File: src/rtl/shr_arbiter.sv
// Round-robin arbiter that shares one arithmetic right shifter among NUM_REQ requesters.
// One grant per cycle; results come back through a registered valid/ready stage tagged with the id.
module shr_arbiter #(
    parameter int unsigned WIDTH           = 8,
    parameter int unsigned SHIFT_VAL_WIDTH = $clog2(WIDTH + 1),
    parameter int unsigned NUM_REQ         = 4,
    parameter int unsigned ID_WIDTH        = $clog2(NUM_REQ)
) (
    input  logic                               clock,
    input  logic                               resetn,
    input  logic [NUM_REQ-1:0]                 req_valid,
    output logic [NUM_REQ-1:0]                 req_ready,
    input  logic [NUM_REQ*WIDTH-1:0]           req_in,
    input  logic [NUM_REQ*SHIFT_VAL_WIDTH-1:0] req_shift,
    output logic                               out_valid,
    input  logic                               out_ready,
    output logic [WIDTH-1:0]                   out_data,
    output logic [ID_WIDTH-1:0]                out_id
);

    logic                       out_valid_q, out_valid_d;
    logic [WIDTH-1:0]           out_data_q, out_data_d;
    logic [ID_WIDTH-1:0]        out_id_q, out_id_d;
    logic [ID_WIDTH-1:0]        ptr_q, ptr_d;

    logic                       accept;
    logic                       grant_found;
    logic [ID_WIDTH-1:0]        grant_idx;
    logic [ID_WIDTH-1:0]        cand_idx;
    logic                       transfer;
    logic [WIDTH-1:0]           sel_op;
    logic [SHIFT_VAL_WIDTH-1:0] sel_shift;
    logic [WIDTH-1:0]           shifted;
    logic [ID_WIDTH-1:0]        ptr_next;

    // (base + off) mod NUM_REQ without relying on NUM_REQ being a power of two.
    function automatic logic [ID_WIDTH-1:0] wrap_add(input logic [ID_WIDTH-1:0] base,
                                                     input int unsigned off);
        int unsigned sum;
        sum = 32'(base) + off;
        if (sum >= NUM_REQ) begin
            sum = sum - NUM_REQ;
        end
        return ID_WIDTH'(sum);
    endfunction

    assign accept = !out_valid_q || out_ready;

    always_comb begin
        grant_found = 1'b0;
        grant_idx   = '0;
        cand_idx    = '0;
        for (int unsigned k = 0; k < NUM_REQ; k++) begin
            cand_idx = wrap_add(ptr_q, k);
            if (!grant_found && req_valid[cand_idx]) begin
                grant_found = 1'b1;
                grant_idx   = cand_idx;
            end
        end
    end

    assign transfer = accept && grant_found;

    // Reset forces the handshake low even though the grant logic is combinational.
    always_comb begin
        req_ready = '0;
        if (resetn && transfer) begin
            req_ready[grant_idx] = 1'b1;
        end
    end

    always_comb begin
        sel_op    = '0;
        sel_shift = '0;
        for (int unsigned i = 0; i < NUM_REQ; i++) begin
            if (ID_WIDTH'(i) == grant_idx) begin
                sel_op    = req_in[i*WIDTH +: WIDTH];
                sel_shift = req_shift[i*SHIFT_VAL_WIDTH +: SHIFT_VAL_WIDTH];
            end
        end
    end

    // Oversized shifts saturate to the sign fill rather than depending on operator semantics.
    always_comb begin
        shifted = '0;
        if (32'(sel_shift) >= WIDTH) begin
            shifted = {WIDTH{sel_op[WIDTH-1]}};
        end else begin
            shifted = $signed(sel_op) >>> sel_shift;
        end
    end

    assign ptr_next = (grant_idx == ID_WIDTH'(NUM_REQ - 1)) ? '0 : grant_idx + 1'b1;

    always_comb begin
        out_valid_d = out_valid_q;
        out_data_d  = out_data_q;
        out_id_d    = out_id_q;
        ptr_d       = ptr_q;
        if (transfer) begin
            out_valid_d = 1'b1;
            out_data_d  = shifted;
            out_id_d    = grant_idx;
            ptr_d       = ptr_next;
        end else if (out_valid_q && out_ready) begin
            out_valid_d = 1'b0;
        end
    end

    always_ff @(posedge clock or negedge resetn) begin
        if (!resetn) begin
            out_valid_q <= 1'b0;
            out_data_q  <= '0;
            out_id_q    <= '0;
            ptr_q       <= '0;
        end else begin
            out_valid_q <= out_valid_d;
            out_data_q  <= out_data_d;
            out_id_q    <= out_id_d;
            ptr_q       <= ptr_d;
        end
    end

    assign out_valid = out_valid_q;
    assign out_data  = out_data_q;
    assign out_id    = out_id_q;

endmodule

File: config.mk
export PLATFORM = sky130hd
export DESIGN_NAME = shr_arbiter
export DESIGN_NICKNAME = d
export VERILOG_FILES = /design/src/rtl/shr_arbiter.sv
export SDC_FILE = /design/constraint.sdc
export NUM_CORES = 1
export LEC_CHECK = 0
export ABC_AREA = 1
export BUFFER_PORTS_ARGS = -buffer_cell sky130_fd_sc_hd__buf_2
export CAP_MARGIN = 10
export CORE_UTILIZATION = 47
export DETAILED_ROUTE_END_ITERATION = 7
export MAX_ROUTING_LAYER = met4
export PLACE_DENSITY = 0.87
export SYNTH_ARGS = -nofsm -noshare
export SYNTH_HDL_FRONTEND = slang
export SYNTH_SLANG_ARGS = --single-unit
File: constraint.sdc
create_clock -name clock -period 4 [get_ports clock]
set_clock_uncertainty 0.2 [all_clocks]
set_input_delay 0.8 -clock clock [delete_from_list [all_inputs] [get_ports clock]]
set_output_delay 0.8 -clock clock [all_outputs]
set_load 0.01 [all_outputs]
---- Word level (Yosys, flattened, before mapping) ----
Cells that the tools add are included.
storage, ports and cells
  output and inout port bits .............. 15
  flip-flop bits (word level) ............. 13
  input bits .............................. 55
  word-level logic and storage cells ...... 77
operators by class
  mux-type cells .......................... 35
  reductions and logical operators ........ 14
  equal/unequal tests ..................... 4
  $lt $le $gt $ge ......................... 11
  add/sub/neg operators ................... 8
  shift-type cells ........................ 1
operator list
  cell                   number
  $mux W8                5
  $mux W4                5
  $mux W2                9
  $lt A2 B3 Y1 const B   5
  $mux W1                11
  $ge A3 B3 Y1 const B   3
  $bmux W1 S2            4
  $sshr A8 B4 Y8         1
  $sub A2 B1 Y2 const B  4
  $logic_and A1 B1 Y1    7
  $add A2 B2 Y3 const B  2
  $eq A2 B2 Y1 const A   2
  $ge A4 B4 Y1 const B   1
  $logic_not A1 Y1       4
  $add A2 B1 Y3 const B  1
  $ge A2 B3 Y1 const B   1
  $add A2 B1 Y2 const B  1
  $demux W1 S2           1
  $eq A1 B2 Y1 const A   1
  $eq A2 B2 Y1 const B   1
  $ge A2 B1 Y1 const B   1
  $logic_not A2 Y1       1
  $reduce_bool A2 Y1     1
  $logic_or A1 B1 Y1     1

---- Logic depth before layout (Yosys ltp) ----
  depth in word-level cells ............... 21
  depth in mapped cells ................... 25
  mapped depth without buffers ............ 24

---- Least setup slack after synthesis ----
Ideal clock, no wire load.
  path kind ............................... input port to output port
  start point ............................. input port req_valid[1]
  end point ............................... output port req_ready[3]
  buffers on the path ..................... 1
  data arrival time ....................... 2.346 ns
  path slack .............................. 0.654 ns
  stages on the path ...................... 11
  data required time ...................... 3.000 ns
  path through ............................ inv_1 > o21ai_0 > o21ai_0 > nand3b_1 > nand2_1 > nand2_1 > inv_1 > ha_1 > buf_2 > inv_1 > nor2_1
between the ends
  longest elaborated chain between the ends .. 17
  elaborated cells between the ends (all ways) .. 30
  classes of those cells .................. order compare: 2; mux: 19; reduce/logical: 9
RTL lines
  element                                                             RTL line  source
  from (decl)                                                         11        input logic [NUM_REQ-1:0] req_valid,
  $bmux W1 S2                                                         55        if (!grant_found && req_valid[cand_idx]) begin
  $mux W1 (not written as such)                                       55
  $mux W1                                                             55
  $logic_not A1 Y1                                                    55
  $logic_and A1 B1 Y1                                                 55
  $mux W1                                                             55
  $logic_not A1 Y1                                                    55
  $logic_and A1 B1 Y1                                                 55
  (+2 left out)                                                       --
  $logic_and A1 B1 Y1                                                 55
  $mux W2 *                                                           55
  via grant_idx[0]                                                    28        logic [ID_WIDTH-1:0] grant_idx;
  $lt A2 B3 Y1 (not written as such) or $ge A2 B1 Y1 (tied branches)  68        req_ready[grant_idx] = 1'b1;
  $logic_and A1 B1 Y1 (not written as such)                           68
  $mux W1 (not written as such)                                       68
  $demux W1 S2 *                                                      68
  $mux W4 *                                                           67        if (resetn && transfer) begin
  to (decl)                                                           12        output logic [NUM_REQ-1:0] req_ready,
The timed path passes the listed nets; every way through them passes the cells marked *. The select of a mux whose other input is x is not followed.

---- Worst setup path in the final report ----
  start point ............................. register ptr_q[0]
  end point ............................... output port req_ready[2]
between the ends
  longest elaborated chain between the ends .. 19
  elaborated cells between the ends (all ways) .. 45
  classes of those cells .................. add/sub: 7; order compare: 6; mux: 23; reduce/logical: 9
RTL lines
  element                                                             RTL line  source
  from (decl)                                                         24        logic [ID_WIDTH-1:0] ptr_q, ptr_d;
  from (signal assigned)                                              120       ptr_q <= ptr_d;
  branches (longest 13 deep; another with $add A2 B1 Y3)              --
  $mux W2 *                                                           55
  via grant_idx[1]                                                    28
  $lt A2 B3 Y1 (not written as such) or $ge A2 B1 Y1 (tied branches)  68
  $logic_and A1 B1 Y1 (not written as such)                           68
  $mux W1 (not written as such)                                       68
  $demux W1 S2 *                                                      68
  $mux W4 *                                                           67
Mark *: on every way through the listed nets, which the timed path passes. The select of a mux whose other input is x is not followed.

==> run metrics <==
count of different cell masters after synthesis 30; initial antenna violation count 0; Root Driver clkbuf_4; Avg WL per Cell 10.29 um; ys flop type dfrtp_1; I/O pin count 70; Yosys top cell by area nand2_1; vias in the first global route 1,642; CTS tree built; Final GP Congestion 0.9068; final number of hold-violating endpoints 0; # clock sinks 13; clk_lat worst skew 0.27 ns; Mapped Area 0.001494 mm^2; Fmax 277.5 MHz; Final Max Tran Viols 0; Tcrit/Tclk final 0.9010; Final ANT Viol Nets 0; CP Class flop to primary output; fin nets 394; final antenna diode count 0; post-CTS setup buffers 0; post-synth top area share 0.2538; Layout fillers 297; Vias/cell 4.902; first-pass GRT wire length 6341 um; Post-synth EDFFs 0; Final setup viols 0; worst flop-to-flop path startpoint ptr_q[0]$_DFFE_PN0P_; Seq/Total Area, Yosys 0.2178; DRC Markers 0; Port Buffer Count 69; vias post-DR 1,853; Mean Syn Cell Area 5.659 um^2; r2r endpoint out_data[4]$_DFFE_PN0P_; Worst Path Required 3.00 ns; CTS-repair resized insts 0; Detailed Route WL 3890 um; layout cells sized above 1 0.2605; total track usage 0.2409; outcome completed; gr ovfl total 0; worst slew pin tran 0.4297 ns; DP Wirelength 3260 um; Synth warnings 0; Final min period 3.604 ns; Synth Net Count 323; Hold Buf Count CTS 0; Starting DRT DRC Count 89; FF+latch count, synth 13; Worst R2R Setup Slack 0.50 ns; startpoint types flop; multi-input logic area 0.001013 mm^2; final core utilization 0.6298; maximum clock path buffer count 2; Worst Path Max Fanout 13; Area growth syn-to-layout 27.64%; Rel. slew slack 0.7135; Die W 58.38 um; Syn Inst Count 264; Area contributors post-synth nand2_1, dfrtp_1, nand3_1; worst reg-to-reg path cell count 16; Worst-path clk slew 0.08 ns; async set-reset flop share out of synthesis 1.000; commonest non-fill, non-tap cell in the layout nand2_1; Die Y 58.38 um; Max-cap violations 0; CTS Buf Count 3; Row Count 20; setup TNS 0 ns; die area 0.003408 mm^2; DRT Pass-1 Iters 4; register area 325.3 um^2; RSZ-0062 raised after global routing no; H-tree depth 1; Hold Path Class input port to asynchronous set/reset pin; largest net degree at the start of global routing 19; Initial Util 0.4934; most frequent cells in the layout nand2_1, buf_2, nor2_1; CP endpoint kind primary output; core box area 0.003028 mm^2; CP arrival 2.60 ns
-- synth_stat cells, drive strengths merged, types with 2 or more instances --
library cell / n
o21ai: 15
a21boi: 4
inv: 27
nand3: 29
a21oi: 17
nand2: 104
nor2: 32
nand4: 2
o211ai: 3
ha: 4
dfrtp: 13
buf: 7
or2: 3
-- state kept, by name, indices dropped and copies added (netlist names) --
register   flops
out_valid      1
out_data       8
out_id         2
ptr_q          2
-- critical path: stages, from the launching register on --
cell and delay, ns:
dfrtp_1 0.61, o21ai_0 0.26, o21ai_0 0.32, nand3b_1 0.18, nand4_1 0.11, nand2_1 0.13
inv_1 0.07, ha_1 0.19, inv_1 0.09, buf_4 0.18, nor2_1 0.06, buf_2 0.13
-- through the flow --
step | hold slack, ns | setup slack (ns) | area [um^2] | std cells
6_report | 0.2004 | 0.3958 | 1907 | 378
5_1_grt | 0.2102 | 0.1410 | 1907 | 378
4_1_cts | 0.2037 | 0.3861 | 1907 | 378
3_5_place_dp | 0.2657 | 0.2719 | 1881 | 374
3_3_place_gp | 0.2648 | 0.3338 | 1881 | 374
2_1_floorplan | 0.3044 | 0.6541 | 1494 | 264
-- metal layers --
layer | up-vias | track usage | share of wire
li1 | 984 | - | -
met1 | 828 | 0.2867 | 0.44
met2 | 39 | 0.4466 | 0.51
met3 | 2 | 0.03516 | 0.043
met4 | 0 | 0.02041 | 0.0013
met5 | - | - | 0
-- how the worst max path moves through the flow --
stage,end,from,depth (start not counted),slack (ns)
floorplan,req_ready[3],req_valid[1],11,0.65
global placement,out_data[4]$_DFFE_PN0P_,req_valid[1],20,0.33
detailed placement,out_data[4]$_DFFE_PN0P_,req_valid[2],20,0.27
CTS,req_ready[2],ptr_q[0]$_DFFE_PN0P_,11,0.39
global route,req_ready[0],ptr_q[0]$_DFFE_PN0P_,9,0.14
finish,req_ready[2],ptr_q[0]$_DFFE_PN0P_,11,0.40
-- kinds of logic (layout without fill, tap and decap cells) --
kind of cell    Yosys count  in the layout  synth area share
buf+inv                  35            105            0.1038
simple gates            171            171            0.4832
xor+xnor                  2              2           0.01675
fa+ha+maj                 4              4           0.03350
flops                    13             13            0.2178
compound gates           39             39            0.1449
-- final cells by class --
type / count / area share
Tap cell: 44 / 0.02887
Multi-Input combinational cell: 216 / 0.5315
Inverter: 27 / 0.05446
Sequential cell: 13 / 0.1706
Clock buffer: 4 / 0.01378
Timing Repair Buffer: 74 / 0.2008
Power is left out: the tool's default activity adds up to more than one toggle a clock period on the data nets, which glitch-free logic cannot reach.
